<file path="config.mk">
export PLATFORM = sky130hd
export DESIGN_NAME = cacheline_bmem_arbiter_flat
export DESIGN_NICKNAME = d
export VERILOG_FILES = /design/src/rtl/cacheline_bmem_arbiter_if.sv /design/src/rtl/cacheline_bmem_arbiter.sv /design/src/flat_wrapper.sv
export SDC_FILE = /design/constraint.sdc
export NUM_CORES = 1
export LEC_CHECK = 0
export BUFFER_PORTS_ARGS = -buffer_cell sky130_fd_sc_hd__buf_2
export CORE_AREA = 2 2 387 389
export CTS_BUF_LIST = sky130_fd_sc_hd__clkbuf_16
export DETAILED_ROUTE_END_ITERATION = 10
export DIE_AREA = 0 0 389 391
export GPL_TIMING_DRIVEN = 1
export PLACE_DENSITY = 0.38
export SYNTH_ARGS = -nofsm -noshare
export SYNTH_HDL_FRONTEND = slang
export SYNTH_SLANG_ARGS = --single-unit
</file>
<file path="constraint.sdc">
create_clock -name clk -period 4.7 [get_ports clk]
set_input_delay 0.94 -clock clk [delete_from_list [all_inputs] [get_ports clk]]
set_output_delay 0.94 -clock clk [all_outputs]
set_load 0.01 [all_outputs]
</file>
<file path="src/rtl/cacheline_bmem_arbiter_if.sv">
// Signal bundle between the instruction cache, the data cache, the arbiter and the burst port.
// master is the arbiter's view of the bundle; slave is the view of the caches and memory.
interface cacheline_bmem_arbiter_if #(
  parameter int unsigned LINE_WIDTH = 256,
  parameter int unsigned BEAT_WIDTH = 64
);
  logic [31:0]           icache_address;
  logic                  icache_read;
  logic [LINE_WIDTH-1:0] icache_rdata;
  logic                  icache_resp;

  logic [31:0]           dcache_address;
  logic                  dcache_read;
  logic                  dcache_write;
  logic [LINE_WIDTH-1:0] dcache_wdata;
  logic [LINE_WIDTH-1:0] dcache_rdata;
  logic                  dcache_resp;

  logic [31:0]           bmem_address;
  logic                  bmem_read;
  logic                  bmem_write;
  logic [BEAT_WIDTH-1:0] bmem_wdata;
  logic [BEAT_WIDTH-1:0] bmem_rdata;
  logic                  bmem_resp;

  modport master (
    input  icache_address, icache_read,
    input  dcache_address, dcache_read, dcache_write, dcache_wdata,
    input  bmem_rdata, bmem_resp,
    output icache_rdata, icache_resp,
    output dcache_rdata, dcache_resp,
    output bmem_address, bmem_read, bmem_write, bmem_wdata
  );

  modport slave (
    output icache_address, icache_read,
    output dcache_address, dcache_read, dcache_write, dcache_wdata,
    output bmem_rdata, bmem_resp,
    input  icache_rdata, icache_resp,
    input  dcache_rdata, dcache_resp,
    input  bmem_address, bmem_read, bmem_write, bmem_wdata
  );
endinterface

</file>
<file path="src/rtl/cacheline_bmem_arbiter.sv">
// Round-robin arbiter between icache and dcache line traffic onto one burst-memory port;
// each cacheline moves as LINE_WIDTH/BEAT_WIDTH beats and completes with a one-cycle resp.
module cacheline_bmem_arbiter #(
  parameter int unsigned LINE_WIDTH = 256,
  parameter int unsigned BEAT_WIDTH = 64
) (
  input logic                      clk,
  input logic                      rst,
  cacheline_bmem_arbiter_if.master bus
);

  localparam int unsigned NumBeats   = LINE_WIDTH / BEAT_WIDTH;
  localparam int unsigned CntWidth   = $clog2(NumBeats);
  localparam int unsigned OffsetBits = $clog2(LINE_WIDTH / 8);
  localparam logic [CntWidth-1:0] LastBeat = CntWidth'(NumBeats - 1);

  typedef enum logic [2:0] {
    StIdle,
    StRdBurst,
    StWrBurst,
    StWrWait,
    StResp
  } state_e;

  state_e                state_q, state_d;
  logic [CntWidth-1:0]   beat_q, beat_d;
  logic                  last_grant_q, last_grant_d;  // 1: dcache was granted last
  logic [31:0]           addr_q, addr_d;
  logic [LINE_WIDTH-1:0] line_q, line_d;

  logic icache_req, dcache_req, any_req, grant_dcache;

  assign icache_req = bus.icache_read;
  assign dcache_req = bus.dcache_read | bus.dcache_write;
  assign any_req    = icache_req | dcache_req;
  // On a tie the cache that lost last time wins.
  assign grant_dcache = dcache_req & (~icache_req | ~last_grant_q);

  always_ff @(posedge clk) begin
    if (!rst) begin
      state_q <= StIdle;
    end else begin
      state_q <= state_d;
    end
  end

  always_comb begin
    state_d = state_q;
    unique case (state_q)
      StIdle: begin
        if (any_req) begin
          state_d = (grant_dcache && bus.dcache_write) ? StWrBurst : StRdBurst;
        end
      end
      StRdBurst: begin
        if (bus.bmem_resp && (beat_q == LastBeat)) state_d = StResp;
      end
      StWrBurst: begin
        if (beat_q == LastBeat) state_d = StWrWait;
      end
      StWrWait: begin
        if (bus.bmem_resp) state_d = StResp;
      end
      StResp:  state_d = StIdle;
      default: state_d = StIdle;
    endcase
  end

  always_comb begin
    bus.bmem_read   = 1'b0;
    bus.bmem_write  = 1'b0;
    bus.bmem_wdata  = '0;
    bus.icache_resp = 1'b0;
    bus.dcache_resp = 1'b0;
    unique case (state_q)
      StRdBurst: bus.bmem_read = 1'b1;
      StWrBurst: begin
        bus.bmem_write = 1'b1;
        bus.bmem_wdata = bus.dcache_wdata[beat_q*BEAT_WIDTH +: BEAT_WIDTH];
      end
      StResp: begin
        bus.icache_resp = ~last_grant_q;
        bus.dcache_resp = last_grant_q;
      end
      default: ;
    endcase
  end

  assign bus.bmem_address = addr_q;
  assign bus.icache_rdata = line_q;
  assign bus.dcache_rdata = line_q;

  // Beat counter wraps to zero after the last beat, so it is clean again in RESP.
  always_comb begin
    beat_d       = beat_q;
    last_grant_d = last_grant_q;
    addr_d       = addr_q;
    line_d       = line_q;
    unique case (state_q)
      StIdle: begin
        if (any_req) begin
          last_grant_d = grant_dcache;
          addr_d       = grant_dcache ? bus.dcache_address : bus.icache_address;
          addr_d[OffsetBits-1:0] = '0;
        end
      end
      StRdBurst: begin
        if (bus.bmem_resp) begin
          line_d[beat_q*BEAT_WIDTH +: BEAT_WIDTH] = bus.bmem_rdata;
          beat_d = beat_q + 1'b1;
        end
      end
      StWrBurst: beat_d = beat_q + 1'b1;
      default: ;
    endcase
  end

  always_ff @(posedge clk) begin
    if (!rst) begin
      beat_q       <= '0;
      last_grant_q <= 1'b0;
      addr_q       <= '0;
      line_q       <= '0;
    end else begin
      beat_q       <= beat_d;
      last_grant_q <= last_grant_d;
      addr_q       <= addr_d;
      line_q       <= line_d;
    end
  end

endmodule

</file>
<file path="src/flat_wrapper.sv">
// flat-port wrapper written by rule: the top's interface ports become plain ports
module cacheline_bmem_arbiter_flat 
#(
  parameter int unsigned LINE_WIDTH = 256,
  parameter int unsigned BEAT_WIDTH = 64
)
  (clk, rst, bus_icache_address, bus_icache_read, bus_dcache_address, bus_dcache_read, bus_dcache_write, bus_dcache_wdata, bus_bmem_rdata, bus_bmem_resp, bus_icache_rdata, bus_icache_resp, bus_dcache_rdata, bus_dcache_resp, bus_bmem_address, bus_bmem_read, bus_bmem_write, bus_bmem_wdata);
  cacheline_bmem_arbiter_if #(.LINE_WIDTH(LINE_WIDTH), .BEAT_WIDTH(BEAT_WIDTH)) bus_i ();
  input logic clk;
  input logic rst;
  input wire logic [$bits(bus_i.icache_address)-1:0] bus_icache_address;
  input wire logic [$bits(bus_i.icache_read)-1:0] bus_icache_read;
  input wire logic [$bits(bus_i.dcache_address)-1:0] bus_dcache_address;
  input wire logic [$bits(bus_i.dcache_read)-1:0] bus_dcache_read;
  input wire logic [$bits(bus_i.dcache_write)-1:0] bus_dcache_write;
  input wire logic [$bits(bus_i.dcache_wdata)-1:0] bus_dcache_wdata;
  input wire logic [$bits(bus_i.bmem_rdata)-1:0] bus_bmem_rdata;
  input wire logic [$bits(bus_i.bmem_resp)-1:0] bus_bmem_resp;
  output wire logic [$bits(bus_i.icache_rdata)-1:0] bus_icache_rdata;
  output wire logic [$bits(bus_i.icache_resp)-1:0] bus_icache_resp;
  output wire logic [$bits(bus_i.dcache_rdata)-1:0] bus_dcache_rdata;
  output wire logic [$bits(bus_i.dcache_resp)-1:0] bus_dcache_resp;
  output wire logic [$bits(bus_i.bmem_address)-1:0] bus_bmem_address;
  output wire logic [$bits(bus_i.bmem_read)-1:0] bus_bmem_read;
  output wire logic [$bits(bus_i.bmem_write)-1:0] bus_bmem_write;
  output wire logic [$bits(bus_i.bmem_wdata)-1:0] bus_bmem_wdata;
  assign bus_i.icache_address = bus_icache_address;
  assign bus_i.icache_read = bus_icache_read;
  assign bus_i.dcache_address = bus_dcache_address;
  assign bus_i.dcache_read = bus_dcache_read;
  assign bus_i.dcache_write = bus_dcache_write;
  assign bus_i.dcache_wdata = bus_dcache_wdata;
  assign bus_i.bmem_rdata = bus_bmem_rdata;
  assign bus_i.bmem_resp = bus_bmem_resp;
  assign bus_icache_rdata = bus_i.icache_rdata;
  assign bus_icache_resp = bus_i.icache_resp;
  assign bus_dcache_rdata = bus_i.dcache_rdata;
  assign bus_dcache_resp = bus_i.dcache_resp;
  assign bus_bmem_address = bus_i.bmem_address;
  assign bus_bmem_read = bus_i.bmem_read;
  assign bus_bmem_write = bus_i.bmem_write;
  assign bus_bmem_wdata = bus_i.bmem_wdata;
  cacheline_bmem_arbiter #(.LINE_WIDTH(LINE_WIDTH), .BEAT_WIDTH(BEAT_WIDTH)) u_core (.clk(clk), .rst(rst), .bus(bus_i));
endmodule
</file>
==> results of run 1 <==
state kept, by name, indices dropped and copies added (netlist names):
name and flops:
u_core.last_grant_q 1, u_core.beat_q 2, u_core.bus.bmem_address 27, u_core.bus.dcache_rdata 256, u_core.state_q 3
cell usage after synthesis (3+ instances only):
cell / n / area [um^2]
sky130_fd_sc_hd__a21oi_1: 285 / 1426
sky130_fd_sc_hd__buf_4: 265 / 1989
sky130_fd_sc_hd__a311oi_2: 20 / 300.3
sky130_fd_sc_hd__nand2b_1: 3 / 18.77
sky130_fd_sc_hd__mux4_2: 64 / 1441
sky130_fd_sc_hd__a311oi_1: 7 / 61.31
sky130_fd_sc_hd__and3_1: 65 / 406.6
sky130_fd_sc_hd__nor2_1: 3 / 11.26
sky130_fd_sc_hd__ha_1: 5 / 62.56
sky130_fd_sc_hd__buf_1: 13 / 48.80
sky130_fd_sc_hd__inv_1: 4 / 15.01
sky130_fd_sc_hd__buf_6: 7 / 78.83
sky130_fd_sc_hd__o21ai_0: 256 / 1281
sky130_fd_sc_hd__buf_2: 56 / 280.3
sky130_fd_sc_hd__clkinv_1: 4 / 15.01
sky130_fd_sc_hd__nand2_1: 58 / 217.7
sky130_fd_sc_hd__clkbuf_1: 133 / 499.2
sky130_fd_sc_hd__dfxtp_1: 289 / 5786
sky130_fd_sc_hd__nand4_1: 256 / 1602
critical path: cells and delay by family, from the launching register on:
family | cells | cell delay, ns
mux | 1 | 0.68
simple gates | 1 | 0.22
buf+inv | 2 | 0.78
flops | 1 | 0.54
final timing paths:
| check | start | endpoint | slack (ns) | depth (start not counted) |
|---|---|---|---|---|
| worst max-delay path | u_core.beat_q[0] | bus_bmem_wdata[27] | 0.93 | 4 |
| worst min-delay path | u_core.bus.dcache_rdata[251] | u_core.bus.dcache_rdata[251] | 0.49 | 2 |
| worst min register to register | u_core.bus.dcache_rdata[251] | u_core.bus.dcache_rdata[251] | 0.49 | 2 |
| worst max register to register | u_core.beat_q[1] | u_core.bus.dcache_rdata[175] | 1.44 | 5 |
kinds of logic (layout without fill, tap and decap cells):
group	Yosys count	in the layout
mux	66	66
simple gates	400	400
flops	289	289
compound gates	579	579
fa+ha+maj	5	5
buf+inv	482	1105
other cells	1	31
per-layer routing:
layer / part of all wire [%] / track usage, % / vias to the layer above
met1: 43 / 19.40 / 8708
met2: 45 / 23.36 / 910
met3: 8.7 / 4.378 / 156
met5: 0.21 / 0 / -
li1: - / - / 7744
met4: 2.2 / 3.369 / 40
cell type report:
| class | instances | area share, % |
|---|---|---|
| clock inverters | 30 | 0.8155 |
| well taps | 1944 | 11.01 |
| repair buffers | 1028 | 24.33 |
| diodes | 26 | 0.2945 |
| multi-input cells | 1055 | 32.72 |
| inverters | 8 | 0.1869 |
| clock buffers | 39 | 4.417 |
| flip-flops and latches | 289 | 26.23 |
through the flow:
stage               std cells  hold WS [ns]  power, mW  setup WS [ns]  util, %
floorplan                1826        0.5068      3.889          2.171        -
global placement         4324        0.4688      5.081          1.278    14.05
detailed placement       4324        0.4787      5.083          1.284    14.05
CTS                      4393        0.4852      8.018         0.8293    14.83
global route             4395        0.5113      8.187         0.7555    14.83
finish                   4419        0.4856      7.842         0.9294    14.87
power breakdown:
| part | switching, mW | internal [mW] |
|---|---|---|
| sequential | 0.0977 | 2.52 |
| combinational | 1.64 | 0.726 |
| clock | 1.30 | 1.56 |
cells in the final DEF, fill, tap and decap left out, drive strengths merged, types with 5 or more instances in the layout:
| cell | instances |
|---|---|
| ha | 5 |
| inv | 18 |
| a311oi | 27 |
| and3 | 65 |
| o21ai | 256 |
| buf | 1028 |
| clkbuf | 39 |
| nand4 | 256 |
| diode | 26 |
| clkinv | 18 |
| a21oi | 285 |
| conb | 5 |
| dfxtp | 289 |
| mux4 | 64 |
| nand2 | 58 |
==> flow_summary.toml, run 1 <==
[clock_tree]
cts_tree = "done"
cts_num_sinks = 289
cts_buffers = 38
post_cts_setup_driven_buffer_insertion_count = 0
cts_resized = 0
ctsHtreeMaxLevel = 2
max-clock-path-buffers = 3
clkTransAtPathRegs_ns = 0.06
insertion_delay_ns = 0.59
cts_root_buf = "sky130_fd_sc_hd__clkbuf_16"
cts_hold_buf = 0

[timing]
final_count_of_negative_setup_slack_endpoints = 0
min_period_ns = 3.771
timing.setup.tns_ns = 0
timing_hold_violations_final = 0
clock.fmax_mhz = 265.2
max_slew_margin_pct = 12.57
finalClockSkew_ns = 0.02340
grt_setup_unrepaired = "no"
min_period_over_period_pct = 80.23
drv_slew = 0
max_slew.worst_pin.slew_ns = 1.306

[yosys]
synth.area.mux_share_pct = 9.246
synth_edf_count = 0
synth_flop_cell = "sky130_fd_sc_hd__dfxtp_1"
synth_xor_xnor_area_share_pct = 0
synth-seq-cells = 289
synth_top_family_by_area = "compound AO/OA/AOI/OAI gates"
postSynth.asyncResetShare_pct = 0
synth_instances = 1822
syn_area_um2 = 15810
adder_cell_area_share_of_the_yosys_netlist_pct = 0.3958
synth_compound_gate_area_share_pct = 20.07
post_synthesis_share_of_cell_area_spent_on_and_or_nand_and_nor_gates_pct = 15.14
synth.lib_cells_used.distinct = 43
synth-warning-count = 0
post_synth.cell_area_avg_um2 = 8.675
synth_sequential_area_ratio_pct = 36.61

[detailed_routing]
route.antenna.remaining_nets = 0
wire_per_inst_um = 26.67
drt_wl_total_um = 117900
initial_drt_markers = 1377
initial_drt_pass_iterations = 5
drcViolationCount = 0
via_count = 17560
vias_per_cell = 3.973

[power]
vdd_ir_drop_max_mv = 0.1981
p_leak_nw = 9.666
power_density_nw_per_um2 = 354.9

[floorplanning]
die-width_um = 389
num_rows = 142
die_area_um2 = 152100
io-pin-count = 1002
die_height_um = 391
initial_utilization_pct = 10.64
coreArea_um2 = 148500

[run_status]
outcome = "finished, final reports clean"

[finish]
final_nets = 2815
drive_above_1_share_pct = 48.43
stdcell_area_um2 = 22090
nFillCells = 17090
multiInputGateArea_um2 = 7229
seq_area_um2 = 5794
area_growth_syn_to_layout_pct = 39.79

[place]
hpwl_um = 90350
port-buffer-count = 986
dpl-instance-area_um2 = 20870
globalplace.congestion = 0.9522

[grt]
overflow = 0
grt_pass1_wl_um = 153700
first_global_vias = 16570
largest_net_degree_at_the_start_of_global_routing = 137
grt_use_total_pct = 14.68
antenna_violations_before_repair = 62

[worst_setup_path]
worstPathCellList = "buf_4, mux4_2, and3_1, buf_2"
crit_path_max_delay_cell_type = "sky130_fd_sc_hd__mux4_2"
timing.critical_path.slowest_cell_delay_ns = 0.68
end_kind = "output port"
setup.worst_path.start_class = "flip-flop"
critPathKind = "reg2out"
worstPathRequired_ns = 3.76
crit_fanout = 34
worstPathArrival_ns = 2.83

[flow_run]
drv_cap = 0

[hold_path]
holdCritPathClass = "reg2reg"
Note: power is estimated with default switching activity, not from simulation.
==> run 2: changes to the inputs <==
--- a/config.mk
+++ b/config.mk
@@ -6,10 +6,10 @@
 export NUM_CORES = 1
 export LEC_CHECK = 0
 export BUFFER_PORTS_ARGS = -buffer_cell sky130_fd_sc_hd__buf_2
-export CORE_AREA = 2 2 387 389
+export CORE_AREA = 2 2 389 391
 export CTS_BUF_LIST = sky130_fd_sc_hd__clkbuf_16
 export DETAILED_ROUTE_END_ITERATION = 10
-export DIE_AREA = 0 0 389 391
+export DIE_AREA = 0 0 391 393
 export GPL_TIMING_DRIVEN = 1
 export PLACE_DENSITY = 0.38
 export SYNTH_ARGS = -nofsm -noshare
==> constraint.sdc (replaced) <==
create_clock -name clk -period 3.6 [get_ports clk]
set_input_delay 0.72 -clock clk [delete_from_list [all_inputs] [get_ports clk]]
set_output_delay 0.72 -clock clk [all_outputs]
set_load 0.01 [all_outputs]
==> run 2 against run 1 <==
Core utilization is 0.062 points higher. Count of clock-buffer cells in the layout is 1 higher. Sequential power is 31% higher. Cell area is 0.89% higher. Clock skew is 0.0053 ns lower. Non-clock buffer count is 11 higher. Worst setup slack worse by 0.63 ns. Via count is 0.23% higher. Cell count hardly changed. Register-to-register slack worse by 0.50 ns. Clock power is 40% higher. Total power is 34% higher.
==> flow_summary.toml, run 2 (synthesis gave the netlist of run 1 again) <==
[worst_setup_path]
worstPathRequired_ns = 2.88
end_kind = "output port"
setup.worst_path.start_class = "flip-flop"
timing.critical_path.slowest_cell_delay_ns = 0.64
worstPathArrival_ns = 2.58
crit_path_max_delay_cell_type = "sky130_fd_sc_hd__dfxtp_4"
crit_fanout = 27
critical_path_buf_inv_count = 2
critPathKind = "reg2out"
worstPathCellList = "buf_4, mux4_2, and3_1, buf_2"
worst_path_dominant_cell_family = "buffers and inverters"

[grt]
globalRouteMet1Util_pct = 18.53
overflow = 0
groute.layer.met3.usage_pct = 4.116
grt_use_total_pct = 14.06
grt.busiest_layer = "met2"
grt_pass1_wl_um = 149000
antenna_violations_before_repair = 62
first_global_vias = 16530
globalRouteMet2Util_pct = 22.18
largest_net_degree_at_the_start_of_global_routing = 109

[floorplanning]
io-pin-count = 1002
die_height_um = 393
num_rows = 142
initial_utilization_pct = 10.59
die_area_um2 = 153700
coreArea_um2 = 149200
die-width_um = 391

[flow_run]
drv_cap = 0

[place]
globalplace.congestion = 0.9214
port-buffer-count = 986
hpwl_um = 88520
dpl.cell_count = 4335

[timing]
finalClockSkew_ns = 0.01807
final_count_of_negative_setup_slack_endpoints = 0
max_slew.worst_pin.slew_ns = 0.9673
max_slew_margin_pct = 35.51
drv_slew = 0
grt_setup_unrepaired = "no"
min_period_over_period_pct = 91.72
min_period_ns = 3.302
timing_hold_violations_final = 0
clock.fmax_mhz = 302.8
timing.setup.tns_ns = 0

[finish]
final_nets = 2828
non_filler_instances = 4420
area_growth_syn_to_layout_pct = 41.04
final_common_cell = "sky130_fd_sc_hd__buf_2"
nFillCells = 17170
most-common-layout-cells = "sky130_fd_sc_hd__buf_2 (986), sky130_fd_sc_hd__dfxtp_1 (286), sky130_fd_sc_hd__a21oi_1 (285)"
drive_above_1_share_pct = 48.80
largest_register_ff_count = 256

[clock_tree]
cts_hold_buf = 0
cts_resized = 0
max-clock-path-buffers = 3
cts_root_buf = "sky130_fd_sc_hd__clkbuf_16"
cts_buffers = 40
ctsHtreeMaxLevel = 2
cts_tree = "done"
post_cts_setup_driven_buffer_insertion_count = 0
clkTransAtPathRegs_ns = 0.06
cts_num_sinks = 289
insertion_delay_ns = 0.59

[power]
vdd_ir_drop_max_mv = 0.2674
power_density_nw_per_um2 = 473.1
fin_total_pwr_mw = 10.55
p_leak_nw = 9.776

[detailed_routing]
wire_per_inst_um = 25.85
via_count = 17600
drt_wl_total_um = 114300
initial_drt_markers = 1353
route.antenna.remaining_nets = 0
vias_per_cell = 3.982
initial_drt_pass_iterations = 6
drcViolationCount = 0

[hold_path]
holdCritPathClass = "in2reg"

[run_status]
outcome = "finished, final reports clean"
-- run 2: metal layers --
| metal | vias up | wire (um) |
|---|---|---|
| met5 | - | 253 |
| met4 | 36 | 3084 |
| met3 | 151 | 10690 |
| met2 | 912 | 51480 |
| met1 | 8731 | 48760 |
| li1 | 7769 | - |
-- run 2: power by group --
part / internal [mW] / switching [mW] / leakage (nW)
logic: 0.992 / 2.12 / 6.79
clock network: 2.31 / 1.69 / 0.648
registers: 3.29 / 0.136 / 2.34
-- run 2: final timing paths --
kind	start	cells past startpoint	endpoint	slack [ns]
worst max-delay path	u_core.beat_q[1]	4	bus_bmem_wdata[25]	0.30
worst min-delay path	bus_dcache_address[5]	3	u_core.bus.bmem_address[5]	0.42
worst max register to register	u_core.beat_q[0]	6	u_core.bus.dcache_rdata[174]	0.94
worst min register to register	u_core.bus.dcache_rdata[116]	2	u_core.bus.dcache_rdata[116]	0.49
-- run 2: stage by stage --
| stage | hold slack [ns] | util (%) | area [um^2] | setup WS (ns) |
|---|---|---|---|---|
| 2_1_floorplan | 0.5068 | - | 15820 | 1.168 |
| 3_3_place_gp | 0.4732 | 14.07 | 20990 | 0.8405 |
| 3_5_place_dp | 0.4805 | 14.07 | 20990 | 0.8465 |
| 4_1_cts | 0.3570 | 14.91 | 22250 | 0.1911 |
| 5_1_grt | 0.3763 | 14.91 | 22260 | 0.1469 |
| 6_report | 0.4185 | 14.94 | 22290 | 0.2980 |
-- run 2: worst register-to-register path, delay by kind of cell (launching register included) --
kind                     cells  cell delay [ns]
AO/OA/AOI/OAI                1             0.18
adder cells (fa/ha/maj)      1             0.37
buffers and inverters        2             0.73
flip-flops                   1             0.66
AND/OR/NAND/NOR              2             0.65
-- run 2: layout make-up --
cell class	instances	area [um^2]	area share, %
flip-flops and latches	289	5794	25.99
inverters	8	42.54	0.1908
repair buffers	1039	5495	24.65
clock inverters	30	260.3	1.167
clock buffers	40	1001	4.490
diodes	15	37.54	0.1684
well taps	1944	2432	10.91
multi-input cells	1055	7228	32.43
==> run 3: changes to the inputs <==
--- a/config.mk
+++ b/config.mk
@@ -6,10 +6,10 @@
 export NUM_CORES = 1
 export LEC_CHECK = 0
 export BUFFER_PORTS_ARGS = -buffer_cell sky130_fd_sc_hd__buf_2
-export CORE_AREA = 2 2 389 391
+export CORE_AREA = 4 4 391 393
 export CTS_BUF_LIST = sky130_fd_sc_hd__clkbuf_16
 export DETAILED_ROUTE_END_ITERATION = 10
-export DIE_AREA = 0 0 391 393
+export DIE_AREA = 0 0 395 397
 export GPL_TIMING_DRIVEN = 1
 export PLACE_DENSITY = 0.38
 export SYNTH_ARGS = -nofsm -noshare
==> run 3 against run 2 <==
Wire length grew 2.9%. Largest power group unchanged. Clock skew is 0.026 ns higher. Critical path type unchanged. Non-clock buffer count decreased by 6. Worst hold slack lost 0.0080 ns. Via count is essentially flat. Largest cell class unchanged. Cell area hardly changed.
==> flow_summary.toml, run 3 (synthesis gave the netlist of run 1 again) <==
[detailed_routing]
vias_per_cell = 3.913
via_count = 17590
initial_drt_pass_iterations = 5
initial_drt_markers = 1460
route.antenna.remaining_nets = 0
drcViolationCount = 0
wire_per_inst_um = 26.15
drt_wl_total_um = 117600

[clock_tree]
cts_buffers = 38
cts_root_buf = "sky130_fd_sc_hd__clkbuf_16"
cts_resized = 0
ctsHtreeMaxLevel = 2
cts_hold_buf = 0
insertion_delay_ns = 0.61
cts_tree = "done"
max-clock-path-buffers = 3
cts_num_sinks = 289
clkTransAtPathRegs_ns = 0.06
post_cts_setup_driven_buffer_insertion_count = 0

[timing]
final_count_of_negative_setup_slack_endpoints = 0
max_slew.worst_pin.slew_ns = 1.060
finalClockSkew_ns = 0.04421
min_period_over_period_pct = 87.38
postLayoutSetupSlackWorst_ns = 0.4543
timing.setup.tns_ns = 0
clock.fmax_mhz = 317.9
grt_setup_unrepaired = "no"
drv_slew = 0
min_period_ns = 3.146
timing_hold_violations_final = 0
max_slew_margin_pct = 29.30

[floorplanning]
io-pin-count = 1002
initial_utilization_pct = 10.58
die_area_um2 = 156800
num_rows = 142
die_height_um = 397
die-width_um = 395
coreArea_um2 = 149400

[grt]
overflow = 0
antenna_violations_before_repair = 68
largest_net_degree_at_the_start_of_global_routing = 152
grt_pass1_wl_um = 153000
grt_use_total_pct = 14.02
first_global_vias = 16750

[worst_setup_path]
crit_path_max_delay_cell_type = "sky130_fd_sc_hd__dfxtp_2"
setup.worst_path.start_class = "flip-flop"
worstPathRequired_ns = 2.88
timing.critical_path.slowest_cell_delay_ns = 0.95
worstPathCellList = "buf_4, and3_1, buf_2"
end_kind = "output port"
worstPathArrival_ns = 2.43
crit_fanout = 43
worst_path_dominant_cell_family = "flip-flops"
critical_path_buf_inv_count = 2
critPathKind = "reg2out"

[power]
power_switching_share_pct = 38.63
sw_pwr_mw = 3.937
sequentialPowerShare_pct = 33.4
p_leak_nw = 9.690
combinationalPowerShare_pct = 30.9
p_int_mw = 6.257
power.share.clock_pct = 35.7
power_density_nw_per_um2 = 457.4
vdd_ir_drop_max_mv = 0.3156

[place]
hpwl_um = 91180
dp_worst_setup_slack_ns = 1.017
globalplace.congestion = 0.9105
port-buffer-count = 986

[finish]
most-common-layout-cells = "sky130_fd_sc_hd__buf_2 (986), sky130_fd_sc_hd__dfxtp_1 (286), sky130_fd_sc_hd__a21oi_1 (285)"
final_common_cell = "sky130_fd_sc_hd__buf_2"
nFillCells = 17220
largest_register_ff_count = 256
drive_above_1_share_pct = 48.51
area_growth_syn_to_layout_pct = 41.02
final_nets = 2820

[flow_run]
drv_cap = 0

[run_status]
outcome = "finished, final reports clean"

[hold_path]
holdCritPathClass = "in2reg"
## run 3: cell count changes in the layout (fill, tap and decap cells not counted), sizes merged
cell	delta
diode	+9
clkbuf	-1
bufinv	-4
clkinvlp	+1
buf	-6
inv	-2
clkinv	+6
## run 3: per-layer routing
metal / global-route usage, % / share of wire, % / vias up
met5: 0 / 0.24 / -
met4: 3.058 / 2.1 / 40
met3: 4.020 / 8.7 / 130
met2: 21.92 / 45 / 912
met1: 19.08 / 44 / 8749
li1: - / - / 7758
## run 3: path summary, 6_finish.rpt
kind / slack (ns) / cells after the start / start / end
worst max register to register: 1.02 / 7 / u_core.beat_q[0] / u_core.bus.dcache_rdata[0]
worst max-delay path: 0.45 / 3 / u_core.state_q[1] / bus_bmem_wdata[17]
worst min-delay path: 0.41 / 3 / bus_dcache_address[5] / u_core.bus.bmem_address[5]
worst min register to register: 0.48 / 2 / u_core.bus.dcache_rdata[30] / u_core.bus.dcache_rdata[30]
## run 3: power by group through the flow
| stage | Clock, mW | Sequential, mW | Combinational (mW) |
|---|---|---|---|
| final | 3.64 | 3.40 | 3.15 |
| after global routing | 3.89 | 3.41 | 3.34 |
| after CTS | 3.80 | 3.40 | 3.20 |
| after detailed placement | 0 | 3.47 | 3.20 |
| after global placement | 0 | 3.47 | 3.19 |
| after floorplan | 0 | 3.44 | 1.63 |
## run 3: worst min-delay path, stage by stage
cell                       delay, ns
sky130_fd_sc_hd__buf_2          0.10
sky130_fd_sc_hd__nand2_1        0.04
sky130_fd_sc_hd__a311oi_1       0.07
## run 3: final cells by class
type / instances / area (um^2) / share of cell area, %
sequential: 289 / 5794 / 26.00
clock inverter: 31 / 165.2 / 0.7410
antenna: 24 / 60.06 / 0.2695
multi-input combinational: 1055 / 7228 / 32.43
inverter: 8 / 42.54 / 0.1909
clock buffer: 39 / 975.9 / 4.379
timing repair buffer: 1033 / 5500 / 24.68
tap: 2016 / 2522 / 11.32
## run 3: stage by stage
step                      util, %  power (mW)  instances  instance area [um^2]  hold WS (ns)
after floorplan                 -       5.078       1826                 15820        0.5068
after global placement      14.11       6.659       4401                 21090        0.4728
after detailed placement    14.11       6.668       4401                 21090        0.4791
after CTS                   14.88       10.40       4471                 22230        0.3543
after global routing        14.89       10.64       4476                 22240        0.3811
final                       14.92       10.19       4495                 22290        0.4105
